**src/rtl/rect_deser_if.sv**
```systemverilog
// Bundle between the 2-lane serial rectangular stream and the parallel word output.
// The master side is the source and consumer, and the slave side is the deserializer.
interface rect_deser_if #(
  parameter int W = 8
);
  logic [1:0]   bit_in;
  logic         bit_valid;
  logic         sof;
  logic         out_ready;
  logic [W-1:0] X_out;
  logic [W-1:0] Y_out;
  logic         out_valid;
  logic         frame_err;
  logic         overrun;
  logic [7:0]   frame_cnt;

  modport master (
    output bit_in, bit_valid, sof, out_ready,
    input  X_out, Y_out, out_valid, frame_err, overrun, frame_cnt
  );

  modport slave (
    input  bit_in, bit_valid, sof, out_ready,
    output X_out, Y_out, out_valid, frame_err, overrun, frame_cnt
  );
endinterface

```
**src/rtl/rect_deser.sv**
```systemverilog
// Reassembles 2-lane MSB-first serial X/Y frames into parallel words behind a valid/ready register.
// It also flags aborted frames, latches overruns and counts delivered words.
module rect_deser #(
  parameter int W = 8
) (
  input  logic        CLK,
  input  logic        RST,
  rect_deser_if.slave bus
);
  localparam int CW = $clog2(W + 1);

  typedef enum logic {IDLE, SHIFT} state_t;

  state_t          state_reg;
  logic [W-1:0]    sx_reg, sy_reg, x_reg, y_reg;
  logic [CW-1:0]   cnt_reg;
  logic            out_valid_reg, frame_err_reg, overrun_reg;
  logic [7:0]      frame_cnt_reg;

  logic            start, take, abort, done, xfer, free;
  logic [W:0]      x_shift, y_shift;
  logic [W-1:0]    sx_next, sy_next;
  logic [CW-1:0]   cnt_next;

  always_comb begin
    start   = bus.bit_valid && bus.sof;
    take    = bus.bit_valid && (start || state_reg == SHIFT);
    abort   = start && state_reg == SHIFT;
    x_shift = {sx_reg, bus.bit_in[1]};
    y_shift = {sy_reg, bus.bit_in[0]};
    if (start) begin
      // sof always opens a fresh frame, so an abort can never coincide with completion
      sx_next  = W'(bus.bit_in[1]);
      sy_next  = W'(bus.bit_in[0]);
      cnt_next = CW'(1);
    end else begin
      sx_next  = x_shift[W-1:0];
      sy_next  = y_shift[W-1:0];
      cnt_next = cnt_reg + 1'b1;
    end
    done = take && (cnt_next == CW'(W));
    xfer = out_valid_reg && bus.out_ready;
    free = !out_valid_reg || bus.out_ready;
  end

  always_ff @(posedge CLK) begin
    if (RST) begin
      state_reg     <= IDLE;
      cnt_reg       <= '0;
      sx_reg        <= '0;
      sy_reg        <= '0;
      x_reg         <= '0;
      y_reg         <= '0;
      out_valid_reg <= 1'b0;
      frame_err_reg <= 1'b0;
      overrun_reg   <= 1'b0;
      frame_cnt_reg <= 8'd0;
    end else begin
      frame_err_reg <= abort;
      if (xfer)
        frame_cnt_reg <= frame_cnt_reg + 8'd1;
      if (take) begin
        sx_reg <= sx_next;
        sy_reg <= sy_next;
        if (done) begin
          state_reg <= IDLE;
          cnt_reg   <= '0;
        end else begin
          state_reg <= SHIFT;
          cnt_reg   <= cnt_next;
        end
      end
      // A word delivered on this edge frees the register for a word completing on it
      if (done && free) begin
        x_reg         <= sx_next;
        y_reg         <= sy_next;
        out_valid_reg <= 1'b1;
      end else begin
        if (done)
          overrun_reg <= 1'b1;
        if (xfer)
          out_valid_reg <= 1'b0;
      end
    end
  end

  assign bus.X_out     = x_reg;
  assign bus.Y_out     = y_reg;
  assign bus.out_valid = out_valid_reg;
  assign bus.frame_err = frame_err_reg;
  assign bus.overrun   = overrun_reg;
  assign bus.frame_cnt = frame_cnt_reg;
endmodule

```
**src/flat_wrapper.sv**
```systemverilog
// flat-port wrapper written by rule: the top's interface ports become plain ports
module rect_deser_flat 
#(
  parameter int W = 8
)
  (CLK, RST, bus_bit_in, bus_bit_valid, bus_sof, bus_out_ready, bus_X_out, bus_Y_out, bus_out_valid, bus_frame_err, bus_overrun, bus_frame_cnt);
  rect_deser_if #(.W(W)) bus_i ();
  input  logic CLK;
  input  logic RST;
  input wire logic [$bits(bus_i.bit_in)-1:0] bus_bit_in;
  input wire logic [$bits(bus_i.bit_valid)-1:0] bus_bit_valid;
  input wire logic [$bits(bus_i.sof)-1:0] bus_sof;
  input wire logic [$bits(bus_i.out_ready)-1:0] bus_out_ready;
  output wire logic [$bits(bus_i.X_out)-1:0] bus_X_out;
  output wire logic [$bits(bus_i.Y_out)-1:0] bus_Y_out;
  output wire logic [$bits(bus_i.out_valid)-1:0] bus_out_valid;
  output wire logic [$bits(bus_i.frame_err)-1:0] bus_frame_err;
  output wire logic [$bits(bus_i.overrun)-1:0] bus_overrun;
  output wire logic [$bits(bus_i.frame_cnt)-1:0] bus_frame_cnt;
  assign bus_i.bit_in = bus_bit_in;
  assign bus_i.bit_valid = bus_bit_valid;
  assign bus_i.sof = bus_sof;
  assign bus_i.out_ready = bus_out_ready;
  assign bus_X_out = bus_i.X_out;
  assign bus_Y_out = bus_i.Y_out;
  assign bus_out_valid = bus_i.out_valid;
  assign bus_frame_err = bus_i.frame_err;
  assign bus_overrun = bus_i.overrun;
  assign bus_frame_cnt = bus_i.frame_cnt;
  rect_deser #(.W(W)) u_core (.CLK(CLK), .RST(RST), .bus(bus_i));
endmodule
```
**config.mk**
```make
export PLATFORM = sky130hd
export DESIGN_NAME = rect_deser_flat
export DESIGN_NICKNAME = d
export VERILOG_FILES = /design/src/rtl/rect_deser_if.sv /design/src/rtl/rect_deser.sv /design/src/flat_wrapper.sv
export SDC_FILE = /design/constraint.sdc
export NUM_CORES = 1
export LEC_CHECK = 0
export CAP_MARGIN = 20
export CORE_ASPECT_RATIO = 1.25
export CORE_MARGIN = 2
export CORE_UTILIZATION = 55
export CTS_CLUSTER_SIZE = 28
export DETAILED_ROUTE_END_ITERATION = 10
export GPL_TIMING_DRIVEN = 1
export PLACE_DENSITY_LB_ADDON = 0.08
export SETUP_SLACK_MARGIN = 0.15
export SLEW_MARGIN = 30
export SYNTH_ARGS = -nofsm -noshare
export SYNTH_HDL_FRONTEND = slang
export SYNTH_SLANG_ARGS = --single-unit
```
**constraint.sdc**
```tcl
create_clock -name CLK -period 3 [get_ports CLK]
set_clock_uncertainty 0.05 [all_clocks]
set_input_delay 0.6 -clock CLK [delete_from_list [all_inputs] [get_ports CLK]]
set_output_delay 0.6 -clock CLK [all_outputs]
set_load 0.01 [all_outputs]
```
# Word-level counts from Yosys, hierarchy flattened
# Index checks and enable logic that the tools add are counted.
word_totals:
  romBits: 0
  memories: 0
  latch_bits: 0
  inputBits: 7
  out_inout_bits: 27
  elab_cells: 32
  mem_bits_rw: 0
  ff_bits: 46
classes:
  n_mul: 0
  n_mux: 7
  n_eq_ne: 1
  n_lt_le_gt_ge: 0
  reduce_logical: 11
  shifts: 0
  n_div: 0
  bitwise: 1
  addsub: 2
op_table:
  columns: ["cell", "n"]
  rows:
  - ["2-to-1 mux 8 bit", 2]
  - ["adder 8 x 1 -> 8 bit, second input constant", 1]
  - ["2-to-1 mux 4 bit", 2]
  - ["logical AND 1 bit", 6]
  - ["adder 4 x 1 -> 4 bit, second input constant", 1]
  - ["equality test 4 bit, second input constant", 1]
  - ["2-to-1 mux 1 bit", 3]
  - ["logical OR 1 bit", 2]
  - ["AND reduction 2 bit", 1]
  - ["nonzero test 2 bit", 1]
  - ["logical NOT 1 bit", 1]
  - ["inverter 1 bit", 1]

# Depth between registers and ports, before layout
depth:
  word_depth: 7
  depth_mapped: 7
  depth_no_buf: 5

# Worst setup path before layout
# No wires, ideal clock.
synth_timing:
  path_kind: "input to register"
  startpoint: "input bus_bit_valid"
  endpoint: "register u_core.x_reg[0] (netlist: u_core.bus.X_out[0])"
  arrival_ns: 1.716
  path_stages: 7
  required_ns: 2.878
  n_path_buf: 3
  setup_time_ns: 0.072
  path_slack_ns: 1.163
  path_cell_list: "buf_4 > nand2_2 > and3_4 > and4_4 > buf_6 > buf_8 > mux2i_1"
synth_between:
  elab_chain_len: 5
  elab_cells_between_ends: 7
  cone_classes: "eq/ne (1); mux (1); reduce/logical (5)"
synth_rtl:
  columns: ["item", "line_no", "rtl"]
  rows:
  - ["start, declared", "flat_wrapper.sv:11", "input wire logic [$bits(bus_i.bit_valid)-1:0] bus_bit_valid;"]
  - ["logical AND 1 bit", "rect_deser.sv:26", "start = bus.bit_valid && bus.sof;"]
  - ["2-to-1 mux 4 bit / logical OR 1 bit (equally long branches)", "rect_deser.sv:31, rect_deser.sv:27", null]
  - ["equality test 4 bit / logical AND 1 bit (equally long branches)", "rect_deser.sv:41, rect_deser.sv:27", null]
  - ["logical AND 1 bit (*)", "rect_deser.sv:41", "done = take && (cnt_next == CW'(W));"]
  - ["logical AND 1 bit (*)", "rect_deser.sv:74", "if (done && free) begin"]
  - ["end signal, assigned", "rect_deser.sv:75", "x_reg <= sx_next;"]
  - ["end, declared", "rect_deser.sv:15", "logic [W-1:0] sx_reg, sy_reg, x_reg, y_reg;"]
# Every way passes the cells marked *; elsewhere a longest branch is shown, timed or not.
# A chain may end at the register's enable or synchronous reset.

# Final worst setup path
# Same ends and word-level chain as after synthesis.

==> results.txt <==
- For this run, the post-layout net count is 252.
- The worst setup path is captured at a flip-flop.
- Net switching is 22.83% of the power.
* Flop pwr share: 57.9%
* Kind of launch point of the worst setup path: input pin
* IO Pins: 34
- Remaining antenna violation count after routing: 0
- The share of total power dissipated in combinational logic is 5.9%.
- Once the floorplan was initialized, standard cells occupied 58.25% of the core.
- The worst register-to-register path begins at u_core.cnt_reg[0]$_SDFFE_PP0P_.
- Cell Area, Synth: 0.001894 mm²
- Detailed Route Iter0 Violations: 39
- Detailed placement finished with a half-perimeter wire length of 2.684 mm.
- Of the cells placed in the final design, the portion with a size suffix greater than 1 is 6.967%.
* Worst Hold Path Cells: 2
* Global-route congestion overflow total: 0
- WP data arrival: 2420 ps
- Hold path endpoint: u_core.sy_reg[6]$_SDFFE_PP0P_
- The share of the Yosys chip area taken by registers is 48.61%.
- The initial antenna violation count is 0.
- Buffers placed on the I/O ports in this run total 33.
- Die height: 69.62 µm
- Average cell area after synthesis: 8.978 µm²
- The min-delay analysis places its worst path in the category reg -> reg.
* Most frequent cell after synthesis: dfxtp_1
- Max-slew violation count: 0
* Latest clock arrival within the worst-skew pair: 300 ps
* Area Overhead vs Synth: 22.72%
* Count of max-cap constraint violations: 0
* Routability-driven placement congestion ratio: 0.8013
- Length in cells of the worst reg-to-reg path: 5
- Before antenna repair, the detailed router went through 4 iterations.
* Portion of synthesized cell area occupied by the leading cell type: 48.61%
- Among all flip-flop cells after synthesis, the most frequent one is dfxtp_1.
- Counting the buffers created by CTS gives 5.
- Pin count of the biggest net entering global routing: 28
- Antenna Cells: 0
* Cell variety after synth: 32
- Largest area contributor in the netlist: dfxtp_1
* Final routed DRC violation total: 0
- The final number of hold-violating endpoints is 0.
- The worst-case IR drop observed on VDD is 0.4061 mV.
- The analysis attributes to cell leakage a power of 0.0007477 µW.
* FF-to-FF End: u_core.bus.X_out[0]$_SDFFE_PP0P_
- Crit-path max cell delay: 530 ps
- After routing, the total negative slack on setup checks comes to 0 ps.
- Worst Hold Margin: 404.1 ps
* Outcome: finished, final reports clean
- Post-CTS timing repair inserted 0 buffers for setup.
- In this run, synthesis inferred 0 flip-flops with an integrated enable.
- H-tree levels: 2
* Internal power consumption: 825.8 µW
* Final wirelength: 3.885 mm
* Dominant delay contributor by cell family on the critical path: simple AND/OR/NAND/NOR gates
- Clock-pin slew was measured on the worst setup and hold paths at 80 ps.
* Full die area: 0.003933 mm²
* Warnings from Yosys: 0
- Synth area leaders: dfxtp_1 (49%), mux2i_1 (8.5%), nand2_1 (6.9%)
- Core Rows: 23
- Number of buffers added to fix hold violations after cts: 0
- Shortest clock period the worst path allows after layout: 2235 ps
* Synthesized netlist cell count: 211
* Slowest cell on the critical path: clkdlybuf4s50_1
- Global routing used 21.66% of the available tracks.
- Core area: 0.003252 mm²
* Switch Pwr: 244.3 µW
* Wire length of the first global-routing pass: 6.734 mm
* Root Buffer Master: clkbuf_8
- Setup violations remaining at the end of the flow were counted as 0.
* Slew headroom: 63.04%
- The die is 56.49 µm wide.
- RSZ-0062 raised after global routing: false
- Post-synthesis async set-or-reset flop share: 0%
- After detailed routing, the number of vias per cell comes to 5.584.
* Relative contribution of the clock network to total power: 36.2%
- Post-CTS Resized: 0
- In the final routed layout, each cell accounts on average for 13.83 µm.
* Maximum operating frequency: 447.4 MHz
- Power per standard cell area: 460.3 mW/mm²
* Total via count after detailed routing: 1,569
- Data required time of the worst path: 3180 ps
- TritonCTS built the clock tree.
- Maximum clock insertion buffer count: 2
- At the pin with the least slew margin, the transition time is 554.4 ps.
* CTS Sinks: 46
- By count the netlist is led by dfxtp_1 (46), nand2_1 (35), a21oi_1 (23).
* Hold Path Origin: u_core.sy_reg[6]$_SDFFE_PP0P_
- Synth Register Bits: 46
- Synthesis produced a netlist with a net count of 220.
- In this run the register-to-register setup slack is 1080 ps.
- In the finished design, the share of the clock period the worst path needs comes to 74.51%.
- In this run the worst path has a maximum fanout of 17.
* Setup CP Type: in -> reg
* Via count of the first global-routing pass: 1,526
- Counting both buffers and inverters, the worst setup path holds a total of 1.
* Cell chain of the critical path: clkdlybuf4s50_1 > nand2_2 > and3_4 > and4_4 > mux2i_1
==> worst register-to-register path: cells and delay by family (launching register included) <==
kind | cells | cell delay (ps)
xor+xnor | 1 | 180
fa+ha+maj | 1 | 250
flops | 1 | 350
mux | 1 | 240
simple gates | 2 | 780
==> cells by family after synthesis <==
family / Yosys count / synth area share, %
xor gates and xnor gates: 7 / 3.237
DFF: 46 / 48.61
AOI/OAI and AO/OA: 32 / 9.181
adders and majority gates: 2 / 1.321
buffers and inverters: 15 / 4.161
muxes: 17 / 9.049
and+or+nand+nor: 92 / 24.44
==> per-stage QoR <==
step | area (µm²) | total power (µW) | worst slack, ps | utilization [%] | instances
2_1_floorplan | 1894 | 672.8 | 1163 | - | 211
3_3_place_gp | 2233 | 692.6 | 585.7 | 68.68 | 273
3_5_place_dp | 2233 | 695.9 | 454.5 | 68.68 | 273
4_1_cts | 2325 | 1077 | 757.2 | 71.49 | 281
5_1_grt | 2325 | 1109 | 620.1 | 71.49 | 281
6_report | 2325 | 1070 | 764.6 | 71.49 | 281
==> worst max-delay path by stage <==
stage / startpoint / to / slack [ps] / cells past startpoint
2_1_floorplan: bus_bit_valid / u_core.bus.X_out[0]$_SDFFE_PP0P_ / 1160 / 7
3_3_place_gp: bus_bit_valid / u_core.bus.Y_out[6]$_SDFFE_PP0P_ / 590 / 5
3_5_place_dp: bus_bit_valid / u_core.bus.X_out[0]$_SDFFE_PP0P_ / 450 / 5
4_1_cts: bus_bit_valid / u_core.bus.X_out[0]$_SDFFE_PP0P_ / 760 / 5
5_1_grt: bus_bit_valid / u_core.bus.Y_out[2]$_SDFFE_PP0P_ / 620 / 5
6_report: bus_bit_valid / u_core.bus.X_out[0]$_SDFFE_PP0P_ / 760 / 5
==> routing by layer <==
metal / global-route usage, % / wire (µm) / up-vias
met1: 23.52 / 1609 / 739
met5: 0 / 0 / -
met2: 37.34 / 1985 / 41
met4: 11.11 / 99 / 0
met3: 6.343 / 190 / 10
li1: - / - / 779
==> layout make-up <==
class,count,area [µm²]
Clock buffer,7,86.33
Clock inverter,1,5.005
Fill cell,258,927.1
Inverter,3,11.26
Multi-Input combinational cell,150,894.6
Sequential cell,46,920.9
Tap cell,37,46.29
Timing Repair Buffer,37,360.3
==> layout by cell type, fill, tap and decap left out <==
cell	n
nor2_1	7
a22oi_1	1
o21a_1	1
and4_4	1
nand2b_1	20
ha_1	2
clkbuf_8	6
nand4b_1	1
nand4_1	1
a211oi_1	1
clkdlybuf4s50_1	33
clkinv_2	1
dfxtp_1	46
and3_4	1
xor2_1	3
nand2_1	35
buf_4	4
inv_1	3
o21ai_0	3
o21ai_1	1
mux2i_1	16
o31ai_1	1
xnor2_1	4
clkbuf_1	1
a21oi_1	23
a31o_2	1
nor3b_2	1
nand2_2	1
nor4_1	1
nor3_1	2
mux2_2	1
nand3_1	19
or3_1	2
==> power groups by stage <==
stage	combinational (µW)	sequential [µW]	clock, µW
6_report	62.8	620	388
5_1_grt	69.6	620	419
4_1_cts	62.5	619	395
3_5_place_dp	62.0	634	0
3_3_place_gp	59.3	633	0
2_1_floorplan	40.1	633	0
Power figures use the tool's default switching activity.
